### config.mk
export PLATFORM = sky130hd
export DESIGN_NAME = dual_issue_sequencer
export DESIGN_NICKNAME = d
export VERILOG_FILES = /design/src/rtl/dual_issue_sequencer.sv
export SDC_FILE = /design/constraint.sdc
export NUM_CORES = 1
export LEC_CHECK = 0
export ABC_AREA = 1
export ABC_CLOCK_PERIOD_IN_PS = 5850
export BUFFER_PORTS_ARGS = -buffer_cell sky130_fd_sc_hd__buf_2
export CORE_MARGIN = 2
export CORE_UTILIZATION = 51
export DETAILED_ROUTE_END_ITERATION = 8
export GPL_TIMING_DRIVEN = 0
export MAX_ROUTING_LAYER = met4
export PLACE_DENSITY = 0.93
export SETUP_SLACK_MARGIN = 0.5
export SYNTH_ARGS = -nofsm -noshare
export SYNTH_HDL_FRONTEND = slang
export SYNTH_SLANG_ARGS = --single-unit
### constraint.sdc
create_clock -name clk -period 5.85 [get_ports clk]
set_input_delay 1.17 -clock clk [delete_from_list [all_inputs] [get_ports clk]]
set_output_delay 1.17 -clock clk [all_outputs]
set_load 0.05 [all_outputs]
### src/rtl/dual_issue_sequencer.sv
// Holds one fetched instruction pair, checks intra-pair hazards and issues
// it as one dual issue or as two single issues, with flush and statistics.
module dual_issue_sequencer #(
  parameter int CNT_W = 16,
  parameter int PC_W  = 32
) (
  input  logic             clk,
  input  logic             rst,
  input  logic             flush,
  input  logic             in_valid,
  output logic             in_ready,
  input  logic [PC_W-1:0]  in_pc,
  input  logic [31:0]      in_inst1,
  input  logic [31:0]      in_inst2,
  input  logic             in_v2,
  input  logic [4:0]       in_dst1,
  input  logic [4:0]       in_dst2,
  input  logic             in_wen1,
  input  logic             in_wen2,
  input  logic [4:0]       in_rs2,
  input  logic [4:0]       in_rt2,
  input  logic             in_mem1,
  input  logic             in_mem2,
  input  logic             in_br1,
  input  logic             in_br2,
  input  logic             iss_ready,
  output logic             iss0_valid,
  output logic             iss1_valid,
  output logic [31:0]      iss0_inst,
  output logic [31:0]      iss1_inst,
  output logic [PC_W-1:0]  iss0_pc,
  output logic [PC_W-1:0]  iss1_pc,
  output logic [CNT_W-1:0] dual_cnt,
  output logic [CNT_W-1:0] split_cnt
);

  typedef enum logic [1:0] {
    EMPTY = 2'd0,
    FULL  = 2'd1,
    HALF  = 2'd2
  } state_e;

  state_e state_q, state_d;

  logic [PC_W-1:0]  pc_q;
  logic [31:0]      inst1_q, inst2_q;
  logic [4:0]       dst1_q, rs2_q, rt2_q;
  logic             v2_q, wen1_q;
  logic             mem1_q, mem2_q, br1_q, br2_q;
  logic [CNT_W-1:0] dual_q, dual_d;
  logic [CNT_W-1:0] split_q, split_d;

  logic raw, strct, split, last, accept;

  // WAW between the two slots is harmless for in-order issue
  logic unused_waw;
  assign unused_waw = ^{in_dst2, in_wen2};

  assign raw = wen1_q & (dst1_q != 5'd0) &
               ((dst1_q == rs2_q) | (dst1_q == rt2_q));
  assign strct = (mem1_q & mem2_q) | (br1_q & br2_q);
  assign split = v2_q & (raw | strct);

  assign last = ((state_q == FULL) & ~split) | (state_q == HALF);
  assign in_ready = ~flush &
                    ((state_q == EMPTY) | (iss_ready & last));
  assign accept = in_valid & in_ready;

  always_comb begin
    state_d = state_q;
    dual_d  = dual_q;
    split_d = split_q;
    if (flush) begin
      state_d = EMPTY;
    end else begin
      unique case (state_q)
        EMPTY: if (accept) state_d = FULL;
        FULL: begin
          if (iss_ready) begin
            if (split) begin
              state_d = HALF;
              if (split_q != '1) split_d = split_q + CNT_W'(1);
            end else begin
              state_d = accept ? FULL : EMPTY;
              if (v2_q && dual_q != '1) dual_d = dual_q + CNT_W'(1);
            end
          end
        end
        HALF: if (iss_ready) state_d = accept ? FULL : EMPTY;
        default: state_d = EMPTY;
      endcase
    end
  end

  always_ff @(posedge clk or posedge rst) begin
    if (rst) begin
      state_q <= EMPTY;
      dual_q  <= '0;
      split_q <= '0;
    end else begin
      state_q <= state_d;
      dual_q  <= dual_d;
      split_q <= split_d;
    end
  end

  always_ff @(posedge clk or posedge rst) begin
    if (rst) begin
      pc_q    <= '0;
      inst1_q <= '0;
      inst2_q <= '0;
      v2_q    <= 1'b0;
      dst1_q  <= '0;
      wen1_q  <= 1'b0;
      rs2_q   <= '0;
      rt2_q   <= '0;
      mem1_q  <= 1'b0;
      mem2_q  <= 1'b0;
      br1_q   <= 1'b0;
      br2_q   <= 1'b0;
    end else if (accept) begin
      pc_q    <= in_pc;
      inst1_q <= in_inst1;
      inst2_q <= in_inst2;
      v2_q    <= in_v2;
      dst1_q  <= in_dst1;
      wen1_q  <= in_wen1;
      rs2_q   <= in_rs2;
      rt2_q   <= in_rt2;
      mem1_q  <= in_mem1;
      mem2_q  <= in_mem2;
      br1_q   <= in_br1;
      br2_q   <= in_br2;
    end
  end

  assign iss0_valid = (state_q != EMPTY);
  assign iss0_inst  = (state_q == HALF) ? inst2_q : inst1_q;
  assign iss0_pc    = (state_q == HALF) ? pc_q + PC_W'(4) : pc_q;
  assign iss1_valid = (state_q == FULL) & ~split & v2_q;
  assign iss1_inst  = inst2_q;
  assign iss1_pc    = pc_q + PC_W'(4);
  assign dual_cnt   = dual_q;
  assign split_cnt  = split_q;

endmodule

# == Yosys cells after proc, flatten, opt, wreduce, memory -nomap -nowiden ==
# Index checks and enable logic that the tools add are counted.
# op_classes
n_addsub,3
eq_ne,9
mux,9
n_bitwise,17
n_reduce_logical,7
# ops
operator,count
$mux 32,2
$add 16x1->16 const B,2
$add 32x3->32 const B,1
$ne 16x16->1 const B,2
$and 1x1->1,10
$eq 5x5->1,2
$mux 2,5
$reduce_and 5->1,2
$ne 3x3->1 const B,3
$pmux 2 s3,1
$or 1x1->1,5
$reduce_bool 5->1,1
$reduce_and 3->1,1
$eq 2x1->1 const B,1
$eq 2x2->1 const B,1
$logic_not 2->1,1
$not 1->1,2
$reduce_bool 2->1,1
$logic_and 1x1->1,1
$mux 1,1
# word_totals
regBits,151
out_inout_bits,163

# == Logic depth before layout (Yosys ltp) ==
# Gate-level depths: netlist of the first run.
# depth
depth_word,17
mapped_depth,18
mapped_depth_nobuf,16

# == Least setup slack after synthesis of the first run ==
# Ideal clock, no wire load.
# synth_path
path_type,flip-flop to output port
from,register pc_q[2]
to,output port iss0_pc[19]
arrival_ps,2741
t_required_ps,4680
slack_ps,1939
path_stages_with_launch,11
path_cell_list,dfrtp_1 -> inv_2 -> nor3_4 -> nand2_2 -> nor2_2 -> nand2_1 -> nor2_2 -> nand3_2 -> xor2_1 -> nand2_1 -> o21ai_0
# synth_via
elab_chain_cells,2
# synth_rtl
item,line_no,source
from (decl),45,logic [PC_W-1:0] pc_q;
from (signal assigned),122,pc_q <= in_pc;
$add 32x3->32,--,
named net iss1_pc[19],32,"output logic [PC_W-1:0] iss1_pc,"
$mux 32,139,assign iss0_pc = (state_q == HALF) ? pc_q + PC_W'(4) : pc_q;
to (decl),31,"output logic [PC_W-1:0] iss0_pc,"
# The timed path passes the listed nets, and every way through them passes these cells.

# == Worst setup path after layout of the first run ==
# layout_path
from,register pc_q[2]
to,output port iss0_pc[28]
# layout_via
elab_chain_cells,2
# layout_rtl
item,line_no
$add 32x3->32,139
$mux 32,139
# Every way passes these cells.

==> results of run 1 <==
==> layer usage <==
metal	global-route usage [%]	part of all wire, %
met1	36.4	41
met2	48.3	49
met3	5.98	7.0
met4	12.8	2.8
met5	-	0
==> worst reg2reg max path, stage by stage, from the launching register on <==
cell and delay (ps):
dfrtp_1 440, inv_2 90, nand4_1 100, o21ai_0 160, inv_1 50, nand2_1 60
nand2_1 40, nand2_1 80, nand2_1 80, nand2_1 70, nand2_1 60, nand2_2 110
buf_6 170, buf_6 180, buf_6 190, nand3_2 90, nand2_1 70
==> cells by family after synthesis <==
logic type,after synthesis,share of synthesized area [%]
DFF,151,45.6
AOI/OAI and AO/OA,40,2.46
xor gates and xnor gates,57,6.02
adders and majority gates,3,0.453
and+or+nand+nor,739,38.4
buffers and inverters,133,7.12
==> area by class of cell <==
class / instances / share of cell area (%)
multi-input combinational: 839 / 37.1
buffer: 60 / 2.99
antenna: 2 / 0.0473
timing repair buffer: 284 / 13.7
clock buffer: 21 / 4.35
tap: 216 / 2.56
clock inverter: 10 / 0.935
inverter: 73 / 2.64
sequential: 151 / 35.7
==> registers in the layout, summed over array words and instances (netlist names) <==
register / cells
wen1_q: 1
inst1_q: 32
rt2_q: 5
dual_cnt: 16
v2_q: 1
split_cnt: 16
iss1_inst: 32
dst1_q: 5
state_q: 2
br2_q: 1
br1_q: 1
mem2_q: 1
rs2_q: 5
pc_q: 32
mem1_q: 1
==> per-stage QoR <==
stage | TNS [ps] | total power (uW) | cells
floorplan | 0 | 2990 | 1123
global placement | -150820 | 3470 | 1622
detailed placement | 0 | 3510 | 1623
CTS | 0 | 4560 | 1654
global route | 0 | 4770 | 1656
finish | 0 | 4550 | 1656
==> final timing paths <==
kind,from,endpoint,slack (ps),depth (start not counted)
hold / removal,inst1_q[1],inst1_q[1],470,2
setup / recovery,pc_q[2],iss0_pc[28],1780,11
setup reg to reg,dst1_q[2],iss1_inst[0],3750,16
min in group asynchronous,rst,iss1_inst[3],850,2
max in group asynchronous,rst,pc_q[15],4170,3
hold reg to reg,inst1_q[1],inst1_q[1],470,2
==> report_power, final <==
part / internal, uW / switching (uW)
sequential: 1280 / 226
clock: 607 / 438
combinational: 464 / 1540
==> layout by cell type, fill, tap and decap left out, types with 3 or more instances in the layout <==
master and instances:
buf_6 5, buf_2 308, nand3_1 116, xnor2_1 6
nand4_1 13, clkbuf_1 18, clkinvlp_4 5, buf_4 6
xor2_1 51, clkbuf_16 17, nor4_1 3, o21ai_0 39
buf_1 8, nor3_1 20, nand2_1 502, nand3_2 22
nor3_2 4, inv_1 65, nor2_1 51, inv_2 6
dfrtp_1 151, ha_1 3
==> results.json, run 1 <==
{
  "path_clk_slew_ps": 60,
  "fin_crit_ps": 4070,
  "critical_path_required_ps": 4680,
  "cpLargestDelayFamily": "simple AND/OR/NAND/NOR gates",
  "maxSlewViolCount": 0,
  "syn_area_sq_um": 8290,
  "worst_pin_slew_ps": 754,
  "layout-drive-gt1-share_pct": 27.0,
  "path_class": "reg -> out",
  "rsz0062_at_grt": "no",
  "seq_area_frac_synth_pct": 45.6,
  "detail_route.wl_per_cell_microns": 15.2,
  "die_y_microns": 132,
  "first_pass_iters": 7,
  "grt_pass1_vias": 8331,
  "crit_path_max_fanout": 5,
  "drc": 0,
  "crit_arrival_ps": 2900,
  "final_area_sq_um": 10600,
  "htree_levels": 4,
  "fin_hold_ws_ps": 469,
  "clkLatencyLatePin_ps": 420,
  "area.growth.synth_to_final_pct": 27.5,
  "pre_cts_ws_ps": 2280,
  "status": "completed",
  "dpl.hpwl_mm": 19.0,
  "dr.first_iter.drc_count": 715,
  "cts_buffers": 17,
  "multi_input_area_sq_um": 3920,
  "rows": 46,
  "ant_nets": 0,
  "placed_area_sq_um": 10000,
  "ys_warn_count": 0,
  "vias_per_cell": 5.23,
  "start_util_pct": 52.2,
  "yosysTopAreaCell": "dfrtp_1",
  "cp_num_buf_inv": 1,
  "wl_mm": 25.1,
  "antenna_found_initial": 2,
  "grt_use_total_pct": 29.8,
  "timing.final.ws_setup_ps": 1780,
  "ys_top_cells_by_area": "dfrtp_1 (46%), nand2_1 (23%), nand3_1 (7.0%)",
  "cap_viol_max_count": 0,
  "hold_viol": 0,
  "power_density_nw_per_um2": 431,
  "cp_slowest_stage_delay_ps": 440,
  "regArea_sq_um": 3780,
  "cpMostUsedCell": "nand2_1",
  "synth_nets": 1254,
  "postCtsSetupBuffers": 0,
  "relSlewSlack_pct": 49.7,
  "core_area_sq_um": 15900,
  "ys_top_cells_by_count": "nand2_1 (502), dfrtp_1 (151), nand3_1 (116), inv_1 (66)",
  "grt_overflow_total": 0,
  "cp-start-kind": "flip-flop",
  "yosysTopAreaCellShare_pct": 45.6,
  "die_area_sq_um": 17300,
  "synth_cells": 1123,
  "synth_area_per_cell_sq_um": 7.38,
  "crit_chain": "ha_1 > nand3_1 > nor3_2 > nand2_1 > nor2_1 > nand2_1 > nor3_2 > xor2_1 > nand2_1 > nand2_1 > buf_2",
  "n_fill_cell": 1345,
  "finalSetupViolations": 0,
  "grt_max_degree": 82,
  "ys_types": 28,
  "layout.nets": 1557,
  "hold_buffers": 0,
  "gp_congestion": 0.957,
  "async_flop_share_pct": 100,
  "grt_pass1_wl_mm": 40.3,
  "p_leak_uw": 0.00587,
  "cts_buffer_depth": 2,
  "finClkSkew_ps": 17.1,
  "synth_seq_cells": 151,
  "cts_resized": 0,
  "io_buffers": 283,
  "yosysMostFrequentCell": "nand2_1",
  "vdd_drop_max_v": 0.000280,
  "fin_util_pct": 66.6,
  "cts_tree": "built",
  "synth_edf_count": 0,
  "die_w_microns": 132,
  "cts_sinks": 151,
  "fin_crit_sh_pct": 69.6,
  "slowest_stage": "dfrtp_1",
  "end_kind": "output pin",
  "clock.fmax_mhz": 246,
  "synth_ff_type": "dfrtp_1",
  "hold_path_class": "reg -> reg",
  "num_vias": 8664,
  "ios": 291,
  "root_buffer": "clkbuf_16"
}
Note: power is estimated with default switching activity, not from simulation.
==> run 2, diff against run 1 <==
--- a/config.mk
+++ b/config.mk
@@ -6,7 +6,7 @@
 export NUM_CORES = 1
 export LEC_CHECK = 0
 export ABC_AREA = 1
-export ABC_CLOCK_PERIOD_IN_PS = 5850
+export ABC_CLOCK_PERIOD_IN_PS = 4100
 export BUFFER_PORTS_ARGS = -buffer_cell sky130_fd_sc_hd__buf_2
 export CORE_MARGIN = 2
 export CORE_UTILIZATION = 51
==> constraint.sdc (replaced) <==
create_clock -name clk -period 4.1 [get_ports clk]
set_input_delay 0.82 -clock clk [delete_from_list [all_inputs] [get_ports clk]]
set_output_delay 0.82 -clock clk [all_outputs]
set_load 0.05 [all_outputs]
==> run 2 against run 1 <==
  * Sequential power rose by 44%
  * Largest cell class unchanged
  * Non-clock buffer count is 6 higher
  * First-iteration DRC count is 17% higher
  * Cell count is 0.54% higher
  * Global-route usage rose by 0.64 points
  * Total power up 45%
  * Hold slack got worse by 22 ps
  * Critical path depth is 3 lower
==> results.json, run 2 (same netlist as run 1, synthesis figures left out) <==
{
  "hold_viol": 0,
  "cts_buffers": 17,
  "relSlewSlack_pct": 48.5,
  "detail_route.wl_per_cell_microns": 15.6,
  "p_total_uw": 6590,
  "path_clk_slew_ps": 60,
  "crit_arrival_ps": 2610,
  "root_buffer": "clkbuf_16",
  "wl_mm": 25.9,
  "htree_levels": 4,
  "rows": 46,
  "p_int_uw": 3420,
  "power_frac_comb_pct": 43.8,
  "ant_nets": 0,
  "n_fill_cell": 1286,
  "cp_num_buf_inv": 5,
  "cpLargestDelayFamily": "buffers and inverters",
  "vdd_drop_max_v": 0.000383,
  "hold_path_class": "in -> async",
  "fin_crit_sh_pct": 83.7,
  "finClkSkew_ps": 9.94,
  "die_area_sq_um": 17300,
  "cp-start-kind": "flip-flop",
  "seqPwrFrac_pct": 32.8,
  "num_vias": 8805,
  "core_area_sq_um": 15900,
  "grt_max_degree": 45,
  "r2r_cells": 16,
  "grt_overflow_total": 0,
  "slowest_stage": "dfrtp_1",
  "status": "completed",
  "crit_path_max_fanout": 10,
  "start_util_pct": 52.2,
  "antenna_found_initial": 4,
  "vias_per_cell": 5.29,
  "cpMostUsedCell": "nand2_1",
  "switchingPower_uw": 3170,
  "clkLatencyLatePin_ps": 430,
  "fin_crit_ps": 3430,
  "cts_buffer_depth": 2,
  "cap_viol_max_count": 0,
  "layout-drive-gt1-share_pct": 27.7,
  "dr.first_iter.drc_count": 838,
  "gp_congestion": 0.923,
  "setup_tns_ps": 0,
  "dpl.hpwl_mm": 19.6,
  "p_leak_uw": 0.00595,
  "wirelength_met1_mm": 10.3,
  "pwr-share-clk_pct": 23.4,
  "top_layer_used": "met4",
  "die_y_microns": 132,
  "route.met2.wl_mm": 13.0,
  "drc": 0,
  "end_kind": "output pin",
  "maxSlewViolCount": 0,
  "cts_tree": "built",
  "netSwitchingFraction_pct": 48.1,
  "grt_pass1_wl_mm": 41.3,
  "path_depth": 8,
  "path_class": "reg -> out",
  "finalSetupViolations": 0,
  "clock.fmax_mhz": 291,
  "grt_pass1_vias": 8277,
  "ios": 291,
  "power_density_nw_per_um2": 615,
  "io_buffers": 283,
  "cp_slowest_stage_delay_ps": 400,
  "area.growth.synth_to_final_pct": 29.2,
  "layout.nets": 1563,
  "fin_hold_ws_ps": 447,
  "wl_met3_mm": 1.91,
  "critical_path_required_ps": 3280,
  "final_common_cell": "nand2_1",
  "first_pass_iters": 5,
  "cts_sinks": 151,
  "crit_chain": "nand2_1 > buf_2 > clkinv_1 > clkbuf_2 > buf_1 > nand2_1 > nand2_1 > buf_2",
  "grt_use_total_pct": 30.5,
  "die_w_microns": 132,
  "rsz0062_at_grt": "no",
  "final_cell_mix": "nand2_1 (501), buf_2 (304), dfrtp_1 (150), nand3_1 (115), inv_1 (65)",
  "worst_pin_slew_ps": 772,
  "hold_buffers": 0
}
-- run 2: changes by cell type in the layout (fill, tap and decap cells not counted), sizes merged --
cell / delta
clkbuf: +4
inv: -1
buf: +2
clkinvlp: +1
bufinv: +1
diode: +2
-- run 2: repair_timing --
action	in CTS	in global routing
setup buffers	1	2
pin swaps	0	1
gates resized for setup	0	14
setup endpoints to repair	1	21
-- run 2: power groups by stage --
stage               logic [uW]  registers (uW)  clock network (uW)
CTS                       2860            2150                1560
detailed placement        2850            2170                   0
floorplan                 1640            2640                   0
global route              3060            2200                1620
global placement          2790            2160                   0
finish                    2880            2170                1540
-- run 2: final timing paths --
| kind | startpoint | endpoint | slack [ps] |
|---|---|---|---|
| max | state_q[1] | iss0_inst[26] | 670 |
| min | rst | dual_cnt[3] | 450 |
| max reg2reg | dst1_q[3] | iss1_inst[5] | 1980 |
| min reg2reg | inst1_q[22] | inst1_q[22] | 470 |
| max in group asynchronous | rst | pc_q[2] | 2650 |
| min in group clk | inst1_q[22] | inst1_q[22] | 470 |
-- run 2: worst reg2reg max path: cells and delay by family, from the launching register on --
kind	cells	cell delay, ps
AO/OA/AOI/OAI	1	170
buffers and inverters	4	560
flip-flops	1	430
AND/OR/NAND/NOR	11	850
-- run 2: cell type report --
cell class / instances / area, sq um / area share, %
timing repair buffer: 290 / 1530 / 14.3
sequential: 151 / 3780 / 35.3
antenna: 4 / 10.0 / 0.0934
multi-input combinational: 839 / 3950 / 36.9
tap: 216 / 270 / 2.52
clock inverter: 11 / 125 / 1.17
clock buffer: 21 / 450 / 4.20
buffer: 60 / 318 / 2.97
inverter: 73 / 278 / 2.59
-- run 2: through the flow --
stage | worst slack [ps] | instance area [sq um] | utilization (%) | cells
3_5_place_dp | 926 | 10100 | 63.4 | 1626
6_report | 668 | 10700 | 67.4 | 1665
5_1_grt | 433 | 10700 | 67.4 | 1665
4_1_cts | 512 | 10600 | 67.0 | 1659
3_3_place_gp | 455 | 9980 | 62.8 | 1622
2_1_floorplan | 539 | 8300 | - | 1123
-- run 2: layer usage --
layer	GRT usage [%]	vias up
met5	-	-
met4	12.6	0
met3	5.17	73
met2	50.9	455
met1	36.7	4125
li1	-	4152
==> run 3, diff against run 2 <==
--- a/config.mk
+++ b/config.mk
@@ -6,14 +6,14 @@
 export NUM_CORES = 1
 export LEC_CHECK = 0
 export ABC_AREA = 1
-export ABC_CLOCK_PERIOD_IN_PS = 4100
+export ABC_CLOCK_PERIOD_IN_PS = 2820
 export BUFFER_PORTS_ARGS = -buffer_cell sky130_fd_sc_hd__buf_2
 export CORE_MARGIN = 2
-export CORE_UTILIZATION = 51
+export CORE_UTILIZATION = 46
 export DETAILED_ROUTE_END_ITERATION = 8
 export GPL_TIMING_DRIVEN = 0
 export MAX_ROUTING_LAYER = met4
-export PLACE_DENSITY = 0.93
+export PLACE_DENSITY = 0.89
 export SETUP_SLACK_MARGIN = 0.5
 export SYNTH_ARGS = -nofsm -noshare
 export SYNTH_HDL_FRONTEND = slang
==> constraint.sdc (replaced) <==
create_clock -name clk -period 2.82 [get_ports clk]
set_input_delay 0.564 -clock clk [delete_from_list [all_inputs] [get_ports clk]]
set_output_delay 0.564 -clock clk [all_outputs]
set_load 0.05 [all_outputs]
==> run 3 against run 2 <==
  * The run now ends with DRC, setup timing left
  * Global-route usage up 2.4 points
  * Cell count up 8.6%
  * Sequential share of layout area down 9.7 points
  * First-iteration DRC count up 41%
  * Clock power up 47%
  * Via count up 23%
  * Critical path type unchanged
  * Highest routed layer unchanged
==> results.json, run 3 (same netlist as run 1, synthesis figures left out) <==
{
  "status": "complete, but fails checks",
  "failed_checks": "DRC, setup timing",
  "cp-start-kind": "flip-flop",
  "root_buffer": "clkbuf_16",
  "vias_per_cell": 6.01,
  "grt_max_degree": 42,
  "htree_levels": 4,
  "final_cell_mix": "nand2_1 (263), buf_2 (205), nand2_2 (177), dfrtp_1 (134), nand3_1 (115)",
  "hold_path_class": "in -> async",
  "antenna_found_initial": 8,
  "final_area_sq_um": 14900,
  "ios": 291,
  "io_buffers": 283,
  "crit_path_max_fanout": 4,
  "rr_endpoint": "pc_q[11]",
  "die_area_sq_um": 19100,
  "critical_path_required_ps": 2260,
  "hold_buffers": 0,
  "grt_pass1_wl_mm": 48.5,
  "place_inst": 1638,
  "vdd_drop_max_v": 0.000577,
  "final_common_cell": "nand2_1",
  "finClkSkew_ps": 20.5,
  "area.growth.synth_to_final_pct": 79.3,
  "cts_buffer_depth": 2,
  "clock.fmax_mhz": 271,
  "rows": 49,
  "grt_overflow_total": 0,
  "grt_pass1_vias": 9400,
  "end_kind": "output pin",
  "slowest_stage": "dfrtp_1",
  "num_vias": 10900,
  "gp_congestion": 0.935,
  "cpMostUsedCell": "buf_6",
  "path_clk_slew_ps": 80,
  "rrSetupSlack_ps": -160,
  "relSlewSlack_pct": 10.3,
  "wl_mm": 44.1,
  "layout-drive-gt1-share_pct": 55.8,
  "r2r_cells": 23,
  "finalSetupViolations": 133,
  "clkLatencyLatePin_ps": 430,
  "cts_tree": "built",
  "grt_use_total_pct": 32.9,
  "pre_cts_ws_ps": -134,
  "hold_viol": 0,
  "power_density_nw_per_um2": 788,
  "first_pass_iters": 9,
  "core_area_sq_um": 17800,
  "path_class": "reg -> out",
  "finalNonFillerCells": 1809,
  "crit_chain": "inv_1 > nor3_4 > nand2_4 > buf_4 > nor2_4 > buf_6 > buf_6 > buf_6 > xor2_4 > nand2_2 > nand2_4 > buf_8",
  "fin_crit_sh_pct": 131,
  "start_util_pct": 46.5,
  "cts_buffers": 17,
  "timing.final.ws_setup_ps": -866,
  "fin_crit_ps": 3690,
  "drc": 3,
  "placed_area_sq_um": 10800,
  "p_leak_uw": 0.00756,
  "maxSlewViolCount": 0,
  "worst_pin_slew_ps": 1350,
  "die_w_microns": 138,
  "cp_num_buf_inv": 6,
  "dr.first_iter.drc_count": 1178,
  "cpLargestDelayFamily": "buffers and inverters",
  "cp_slowest_stage_delay_ps": 610,
  "detail_route.wl_per_cell_microns": 24.4,
  "die_y_microns": 138,
  "ant_nets": 0,
  "dpl.hpwl_mm": 20.6,
  "rsz0062_at_grt": "yes",
  "cap_viol_max_count": 0,
  "p_total_uw": 11700,
  "cts_sinks": 151,
  "crit_arrival_ps": 3120,
  "layout.nets": 1690,
  "r2r-start": "dst1_q[3]"
}
==> run 3: how the worst max path moves through the flow <==
stage / start / end / cells after the start
after floorplan: pc_q[2] / iss0_pc[30] / 10
after global placement: rst / pc_q[21] / 2
after detailed placement: pc_q[2] / iss0_pc[30] / 11
after CTS: pc_q[3] / iss1_pc[30] / 9
after global routing: pc_q[11] / iss0_pc[14] / 11
final: pc_q[11] / iss0_pc[16] / 12
==> run 3: layout make-up <==
type                       count  area [sq um]
clock buffer                  17           425
tap                          229           287
sequential                   151          3800
buffer                        60           619
timing repair buffer         414          3540
antenna                        8          20.0
multi-input combinational    841          5730
timing repair inverter         1          5.00
inverter                      73           305
fill                         882          2970
clock inverter                15           136
==> run 3: power breakdown <==
part | switching [uW] | total [uW] | internal (uW)
logic | 4030 | 6060 | 2030
clock network | 1100 | 2270 | 1170
registers | 721 | 3380 | 2660
==> run 3: what timing repair did <==
action,4_1_cts,5_1_grt
pin swaps,40,82
endpoints found under the setup margin,89,240
gates cloned,0,16
gates resized for setup,320,398
setup buffers,48,67
==> run 3: routing by layer <==
metal	GRT usage (%)	part of all wire, %	vias up
li1	-	-	4418
met1	38.9	31	5063
met2	53.9	47	975
met3	5.99	12	417
met4	17.2	11	0
met5	-	0	-
==> run 3: metrics by stage <==
stage                     hold slack [ps]  TNS, ps  util [%]
final                                 294   -26930      83.3
after global routing                  348   -44840      83.3
after CTS                             304    -3560      71.2
after detailed placement              459     -468      60.5
after global placement                453   -90190      60.2
after floorplan                       436    -4.22         -
